==> config.mk <==
export PLATFORM = sky130hd
export DESIGN_NAME = hazard_ctrl
export DESIGN_NICKNAME = d
export VERILOG_FILES = /design/src/rtl/hazard_pkg.sv /design/src/rtl/hazard_ctrl_sat_counter.sv /design/src/rtl/hazard_ctrl.sv
export SDC_FILE = /design/constraint.sdc
export NUM_CORES = 1
export LEC_CHECK = 0
export CORE_MARGIN = 2
export CORE_UTILIZATION = 50
export DETAILED_ROUTE_END_ITERATION = 16
export DONT_BUFFER_PORTS = 1
export PLACE_DENSITY = 0.78
export SYNTH_ARGS = -nofsm -noshare
export SYNTH_HDL_FRONTEND = slang
export SYNTH_HIERARCHICAL = 1
export SYNTH_SLANG_ARGS = --single-unit
==> constraint.sdc <==
create_clock -name clk -period 3 [get_ports clk]
set_clock_uncertainty 0.2 [all_clocks]
set_input_delay 0.9 -clock clk [delete_from_list [all_inputs] [get_ports clk]]
set_output_delay 0.9 -clock clk [all_outputs]
set_load 0.01 [all_outputs]
==> src/rtl/hazard_pkg.sv <==
// Shared types for the pipeline hazard controller: FSM encoding and the
// per-segment bubble/flush control bundle.
package hazard_pkg;

    typedef enum logic [1:0] {
        DRAIN = 2'd0,
        RUN   = 2'd1,
        MISS  = 2'd2
    } hz_state_t;

    localparam int DEFAULT_DRAIN = 4;

    // Field order is shared with the segment registers; keep F..W, bubble before flush.
    typedef struct packed {
        logic bubbleF;
        logic flushF;
        logic bubbleD;
        logic flushD;
        logic bubbleE;
        logic flushE;
        logic bubbleM;
        logic flushM;
        logic bubbleW;
        logic flushW;
    } stage_ctrl_t;

    localparam stage_ctrl_t CTRL_NONE    = stage_ctrl_t'(10'b00_00_00_00_00);
    localparam stage_ctrl_t CTRL_DRAIN   = stage_ctrl_t'(10'b10_01_01_01_01);
    localparam stage_ctrl_t CTRL_MISS    = stage_ctrl_t'(10'b10_10_10_10_01);
    localparam stage_ctrl_t CTRL_BRANCH  = stage_ctrl_t'(10'b00_01_01_00_00);
    localparam stage_ctrl_t CTRL_LOADUSE = stage_ctrl_t'(10'b10_10_01_00_00);
    localparam stage_ctrl_t CTRL_JAL     = stage_ctrl_t'(10'b00_01_00_00_00);

endpackage

==> src/rtl/hazard_ctrl_sat_counter.sv <==
// Saturating up-counter with asynchronous clear; holds at all-ones.
module sat_counter #(
    parameter int CNT_W = 32
) (
    input  logic             clk,
    input  logic             rst,
    input  logic             en,
    output logic [CNT_W-1:0] count
);

    always_ff @(posedge clk or posedge rst) begin
        if (rst)
            count <= '0;
        else if (en && (count != {CNT_W{1'b1}}))
            count <= count + {{(CNT_W-1){1'b0}}, 1'b1};
    end

endmodule

==> src/rtl/hazard_ctrl.sv <==
// Pipeline hazard controller: per-segment bubble/flush generation for the
// five-stage core, plus a saturating stall-cycle counter.
//
//   state | meaning
//   DRAIN | post-reset flush of downstream stages, hazard inputs ignored
//   RUN   | normal operation, priority-resolved hazards
//   MISS  | data-cache miss freeze until dcache_ready
module hazard_ctrl
    import hazard_pkg::*;
#(
    parameter int DRAIN_CYCLES = DEFAULT_DRAIN,
    parameter int CNT_W        = 32
) (
    input  logic             clk,
    input  logic             rst,
    input  logic [4:0]       rs1_D,
    input  logic [4:0]       rs2_D,
    input  logic             rs1_used_D,
    input  logic             rs2_used_D,
    input  logic [4:0]       rd_E,
    input  logic             mem_read_E,
    input  logic             br_taken_E,
    input  logic             jalr_E,
    input  logic             jal_D,
    input  logic             dcache_miss,
    input  logic             dcache_ready,
    output logic             bubbleF,
    output logic             flushF,
    output logic             bubbleD,
    output logic             flushD,
    output logic             bubbleE,
    output logic             flushE,
    output logic             bubbleM,
    output logic             flushM,
    output logic             bubbleW,
    output logic             flushW,
    output logic [CNT_W-1:0] stall_cycles
);

    localparam int DW = (DRAIN_CYCLES > 1) ? $clog2(DRAIN_CYCLES) : 1;

    hz_state_t   state, state_nx;
    logic [DW-1:0] drain_cnt, drain_nx;
    stage_ctrl_t ctrl, run_ctrl;
    logic        load_use;

    always_ff @(posedge clk or posedge rst) begin
        if (rst) begin
            state     <= DRAIN;
            drain_cnt <= DW'(DRAIN_CYCLES - 1);
        end else begin
            state     <= state_nx;
            drain_cnt <= drain_nx;
        end
    end

    assign load_use = mem_read_E && (rd_E != 5'd0) &&
                      ((rs1_used_D && (rs1_D == rd_E)) ||
                       (rs2_used_D && (rs2_D == rd_E)));

    // Rules shared by RUN (no pending miss) and the MISS release cycle.
    always_comb begin
        run_ctrl = CTRL_NONE;
        if (br_taken_E || jalr_E)
            run_ctrl = CTRL_BRANCH;
        else if (load_use)
            run_ctrl = CTRL_LOADUSE;
        else if (jal_D)
            run_ctrl = CTRL_JAL;
    end

    always_comb begin
        ctrl     = CTRL_DRAIN;
        state_nx = state;
        drain_nx = drain_cnt;
        unique case (state)
            DRAIN: begin
                ctrl = CTRL_DRAIN;
                if (drain_cnt == '0)
                    state_nx = RUN;
                else
                    drain_nx = drain_cnt - DW'(1);
            end
            RUN: begin
                if (dcache_miss && !dcache_ready) begin
                    ctrl     = CTRL_MISS;
                    state_nx = MISS;
                end else begin
                    ctrl = run_ctrl;
                end
            end
            MISS: begin
                if (dcache_ready) begin
                    ctrl     = run_ctrl;
                    state_nx = RUN;
                end else begin
                    ctrl = CTRL_MISS;
                end
            end
            default: begin
                ctrl     = CTRL_DRAIN;
                state_nx = DRAIN;
            end
        endcase
    end

    assign bubbleF = ctrl.bubbleF;
    assign flushF  = ctrl.flushF;
    assign bubbleD = ctrl.bubbleD;
    assign flushD  = ctrl.flushD;
    assign bubbleE = ctrl.bubbleE;
    assign flushE  = ctrl.flushE;
    assign bubbleM = ctrl.bubbleM;
    assign flushM  = ctrl.flushM;
    assign bubbleW = ctrl.bubbleW;
    assign flushW  = ctrl.flushW;

    sat_counter #(.CNT_W(CNT_W)) u_stall_cnt (
        .clk   (clk),
        .rst   (rst),
        .en    ((state != DRAIN) && ctrl.bubbleF),
        .count (stall_cycles)
    );

endmodule

Yosys cells after proc, flatten, opt, wreduce, memory -nomap -nowiden --
Index checks and enable logic that the tools add are counted.
Storage, ports and cells: register bits 36, bits of input ports 25, output and inout bits 42, logic and storage cells 40
Operators by class: $add $sub $neg 2, eq/ne operators 8, muxes and demuxes 10, bitwise operators 1, reductions and logical operators 16
Operators by type and width (count):
- 10-bit two-way mux | 4
- 32-bit by 1-bit adder with 32-bit output (second input constant) | 1
- 32-bit inequality test (second input constant) | 1
- 10-bit one-hot mux with 2 select lines | 1
- 5-bit equality test | 2
- 1-bit logical AND | 7
- 7-bit two-way mux | 1
- 2-bit two-way mux | 3
- 2-bit inequality test (second input constant) | 3
- 2-bit one-hot mux with 3 select lines | 1
- 5-bit nonzero test | 1
- 2-bit logical NOT | 2
- 3-bit AND reduction | 1
- 2-bit by 1-bit equality test with 1-bit output (second input constant) | 1
- 2-bit equality test (second input constant) | 1
- 1-bit logical OR | 2
- 2-bit AND reduction | 1
- 2-bit nonzero test | 1
- 2-bit by 1-bit subtractor with 2-bit output (second input constant) | 1
- 1-bit logical NOT | 1
- 1-bit NOT | 1

Depth between registers and ports, before layout --
depth in word-level cells 10, mapped depth 12, mapped depth without buffers 11

Hierarchy --
Netlist, hierarchy kept.
By module, submodules not included:
- sat_counter | instances 1, cells an instance 139, area an instance 1561.5 sq um, sequential area each 800.8 sq um
- hazard_ctrl | instances 1, cells an instance 71, area an instance 554.3 sq um, sequential area each 102.6 sq um

Worst setup path after synthesis --
Ideal clock, no wire load.
path kind input to register, start input port rd_E[3], end register u_stall_cnt.count[31], setup time 0.125 ns, data arrival time 3.068 ns, data required time 2.675 ns, setup slack -0.393 ns, stages 10, cell sequence xor2_1 nor4_1 a32oi_1 o22ai_1 clkbuf_2 nand3_1 or4_4 a311oi_4 nand4_1 xnor2_1
Between the ends: cells in the longest elaborated chain, start to end 10, elaborated cells between the ends (all ways) 15
Ends and longest elaborated chain:
- start: declaration | RTL line hazard_ctrl.sv:20 | input logic [4:0] rd_E,
- 5-bit equality test (on tied branches) | RTL line hazard_ctrl.sv:58, hazard_ctrl.sv:59
- 1-bit logical AND (on tied branches) | RTL line hazard_ctrl.sv:58, hazard_ctrl.sv:59
- 1-bit logical OR | RTL line hazard_ctrl.sv:58 | ((rs1_used_D && (rs1_D == rd_E)) ||
- 1-bit logical AND * | RTL line hazard_ctrl.sv:57 | assign load_use = mem_read_E && (rd_E != 5'd0) &&
- 10-bit two-way mux * | RTL line hazard_ctrl.sv:66 | else if (load_use)
- 10-bit two-way mux * | RTL line hazard_ctrl.sv:64 | if (br_taken_E || jalr_E)
- 10-bit two-way mux (on tied branches) | RTL line hazard_ctrl.sv:93, hazard_ctrl.sv:85
- 10-bit one-hot mux with 2 select lines * | RTL line hazard_ctrl.sv:76 | unique case (state)
- 1-bit logical AND * | RTL line hazard_ctrl.sv:121 | .en ((state != DRAIN) && ctrl.bubbleF),
- 1-bit logical AND * | RTL line hazard_ctrl_sat_counter.sv:14 | else if (en && (count != {CNT_W{1'b1}}))
- end signal: assignment | RTL line hazard_ctrl_sat_counter.sv:15 | count <= count + {{(CNT_W-1){1'b0}}, 1'b1};
- end: declaration | RTL line hazard_ctrl_sat_counter.sv:8 | output logic [CNT_W-1:0] count
Every way passes the cells marked *; elsewhere a longest branch is shown, timed or not. A chain may end at the register's enable or synchronous reset.

Worst setup path after layout --
start input port rd_E[1], end output port flushE
Between the ends: cells in the longest elaborated chain, start to end 8, elaborated cells between the ends (all ways) 13
Ends and longest elaborated chain:
- 5-bit equality test (on tied branches) | RTL line hazard_ctrl.sv:58, hazard_ctrl.sv:59
- 1-bit logical AND (on tied branches) | RTL line hazard_ctrl.sv:58, hazard_ctrl.sv:59
- 1-bit logical OR | RTL line hazard_ctrl.sv:58
- 1-bit logical AND * | RTL line hazard_ctrl.sv:57
- 10-bit two-way mux * | RTL line hazard_ctrl.sv:66
- 10-bit two-way mux * | RTL line hazard_ctrl.sv:64
- 10-bit two-way mux (on tied branches) | RTL line hazard_ctrl.sv:93, hazard_ctrl.sv:85
- 10-bit one-hot mux with 2 select lines * | RTL line hazard_ctrl.sv:76
- end: declaration | RTL line hazard_ctrl.sv:32 | output logic flushE,
Marks and branches as above.

==> results_dict.tcl <==
set metrics [dict create \
    chipHeight_um 69.05 \
    synth_cells 210 \
    via_count 1646 \
    netlist.area_leader.share_pct 40.21 \
    final_core_utilization_pct 62.86 \
    total_power_uw 1752 \
    number_of_enable_flip_flop_cells_after_synthesis 0 \
    timing.final.hold_violations 0 \
    failed_checks "setup timing" \
    synth-seq-area-share_pct 42.70 \
    dp.final_hpwl_um 3275 \
    worst_ir_drop_vdd_mv 0.6354 \
    min-delay-path-class "in -> async" \
    mappedNetlistArea_um2 2116 \
    globalRouteOverflowTotal 0 \
    drt-pass1-iter-count 4 \
    synth_cell_type_count 44 \
    outcome "finished, violations left" \
    post-route-cell-area_um2 2532 \
    rr_startpoint "state[0]" \
    grt_pass1_wl_um 7403 \
    clkSlewWorstSetupHoldPaths_ns 0.07 \
    worst_ep_required_time_ns 1.90 \
    grt_pass1_vias 1646 \
    tightestPinTransition_ns 0.6649 \
    layout_cell_share_with_drive_strength_beyond_1_pct 26.07 \
    yosys_register_bits 36 \
    max_fclk_mhz 315.8 \
    dp_slack_ns -0.3446 \
    synthArstFlopShare_pct 100.0 \
    grt_util_all_layers_pct 18.81 \
    synth_top_flop_cell "sky130_fd_sc_hd__dfrtp_1" \
    ff2ff_path_depth 14 \
    power_density_nw_per_um2 691.9 \
    tritoncts_clock_tree "done" \
    layout-area-overhead-vs-synth_pct 19.69 \
    critical_path.reg2reg.endpoint "u_stall_cnt/count[23]" \
    worstSetupStartpointType "primary input" \
    dieArea_um2 4768 \
    cp.arrival_ns 2.07 \
    worst-path-max-fanout 3 \
    htreeDepth 2 \
    vias_per_cell 5.796 \
    yosys.cell_count.top_type "sky130_fd_sc_hd__dfrtp_1" \
    grt_start_max_net_pins 33 \
    cts.path.max_buffers 2 \
    floorplan.io_pins 67 \
    worst_skew_pair.late_latency_ns 0.29 \
    initial_antenna_violation_count 0 \
    cts.hold.buffers_added 0 \
    max-cap-violations 0 \
    floorplan.initialDensity_pct 52.52 \
    port-buffer-count 0 \
    final_period_minus_worst_setup_slack_ns 3.166 \
    ys_top_cells_by_count "sky130_fd_sc_hd__dfrtp_1 (34), sky130_fd_sc_hd__xnor2_1 (29), sky130_fd_sc_hd__nand3_1 (23), sky130_fd_sc_hd__inv_1 (13)" \
    buffer_cell_driving_the_clock_tree_root "sky130_fd_sc_hd__clkbuf_8" \
    grt_setup_unrepaired "true" \
    cts_buffers 5 \
    synthesis.area_per_instance_um2 10.08 \
    postRouteAntennaNets 0 \
    total_leakage_power_uw 0.001067 \
    final.period_utilization_pct 105.5 \
    routed-wl-met3_um 286 \
    reg2reg_setup_slack_ns 0.08 \
    drt_first_iter_violations 91 \
    synth_area_leader_cell "sky130_fd_sc_hd__dfrtp_1" \
    detail_route.drc_violations 0 \
    final.setup.worst_slack_ns -0.1661 \
    fp-row-count 23 \
    final_net_count 264 \
    routed_wl_um 4529 \
    critical_path_class "in -> out" \
    dr.max_layer_used "met4" \
    die_width_um 69.05 \
    wl_met1_um 1881 \
    yosysWarningCount 6 \
    post_dp_cell_area_um2 2321 \
    synth_top_cells_by_area "sky130_fd_sc_hd__dfrtp_1 (40%), sky130_fd_sc_hd__xnor2_1 (12%), sky130_fd_sc_hd__nand3_1 (5.4%)" \
    cts_post_setup_buffers_inserted 0 \
    n_fill_cell 328 \
    relSlewSlack_pct 55.51 \
    clock-sinks 36 \
    maxSlewViolCount 0 \
    antenna_diode_count 0 \
    gpl.final_weighted_congestion 0.7917 \
    worstSetupEndpointType "output port" \
    core-area_um2 4029 \
    met2_routed_wl_um 2289 \
    finalSetupViolations 2 \
    post_drt_wl_per_cell_um 15.95 \
]
-- what timing repair did --
action	CTS	global route
endpoints found under the hold margin	0	0
gates cloned	0	0
gates resized for setup	3	19
endpoints found under the setup margin	10	24
pin swaps	13	10
-- final cells by class --
cell class,count,area (um^2),area share (%)
clock buffers,6,82.58,3.261
clock inverters,2,10.01,0.3953
inverters,13,48.80,1.927
multi-input cells,156,1264,49.90
flip-flops and latches,36,903.4,35.67
well taps,50,62.56,2.470
repair buffers,21,161.4,6.374
-- flip-flops by register name (all words and copies together), names as in the netlist --
register and flops:
state 2, drain_cnt 2, u_stall_cnt/count 32
-- stage by stage --
step                instances  TNS, ns  hold WS (ns)
floorplan                 211   -4.231        0.2815
global placement          276   -4.373        0.2909
detailed placement        276   -4.889        0.2921
CTS                       284  -0.1596        0.1755
global route              284   -1.430        0.1698
finish                    284  -0.2205        0.1771
-- routing by layer --
metal,global-route usage [%],vias up
li1,-,790
met1,21.80,796
met2,31.94,55
met3,5.702,5
met4,8.279,0
met5,0,-
-- kinds of logic (layout without fill, tap and decap cells) --
group | count (synthesis) | in the layout | share of synthesized area, %
AND/OR/NAND/NOR | 78 | 78 | 21.59
XOR/XNOR | 39 | 39 | 16.14
flip-flops | 36 | 36 | 42.70
AO/OA/AOI/OAI | 28 | 28 | 10.41
buffers and inverters | 19 | 42 | 3.962
adder cells (fa/ha/maj) | 6 | 6 | 3.548
multiplexers | 3 | 3 | 1.478
other | 1 | 2 | 0.1772
-- worst max-delay path by stage --
| stage | endpoint | from | depth (start not counted) |
|---|---|---|---|
| global route | flushE | rd_E[1] | 4 |
| CTS | flushE | rs1_D[3] | 6 |
| floorplan | u_stall_cnt/count[31] | rd_E[1] | 10 |
| detailed placement | u_stall_cnt/count[26] | rd_E[1] | 10 |
| finish | flushE | rd_E[1] | 4 |
| global placement | u_stall_cnt/count[26] | rd_E[1] | 10 |
-- where the power goes --
| part | internal (uW) | total [uW] | switching (uW) | leakage [uW] |
|---|---|---|---|---|
| Clock | 183 | 354 | 171 | 0.0000510 |
| Sequential | 543 | 649 | 105 | 0.000481 |
| Combinational | 376 | 750 | 374 | 0.000535 |
-- worst max-delay path, cell delays in order --
cell                      delay, ns
sky130_fd_sc_hd__or4_4         0.53
sky130_fd_sc_hd__o21ai_0       0.39
sky130_fd_sc_hd__o31ai_4       0.10
sky130_fd_sc_hd__buf_4         0.15
-- cell usage in the layout (no fill, tap or decap), drive strengths merged, types with 3 or more instances in the layout --
| master | count |
|---|---|
| o21ai | 5 |
| clkbuf | 6 |
| inv | 13 |
| xor2 | 10 |
| ha | 6 |
| nor3 | 3 |
| nand4 | 11 |
| nand2 | 9 |
| nor2 | 7 |
| and3 | 10 |
| nand3 | 24 |
| nor4 | 6 |
| dfrtp | 34 |
| o21a | 3 |
| xnor2 | 29 |
| buf | 21 |
| a21oi | 7 |
Power figures use the tool's default switching activity.
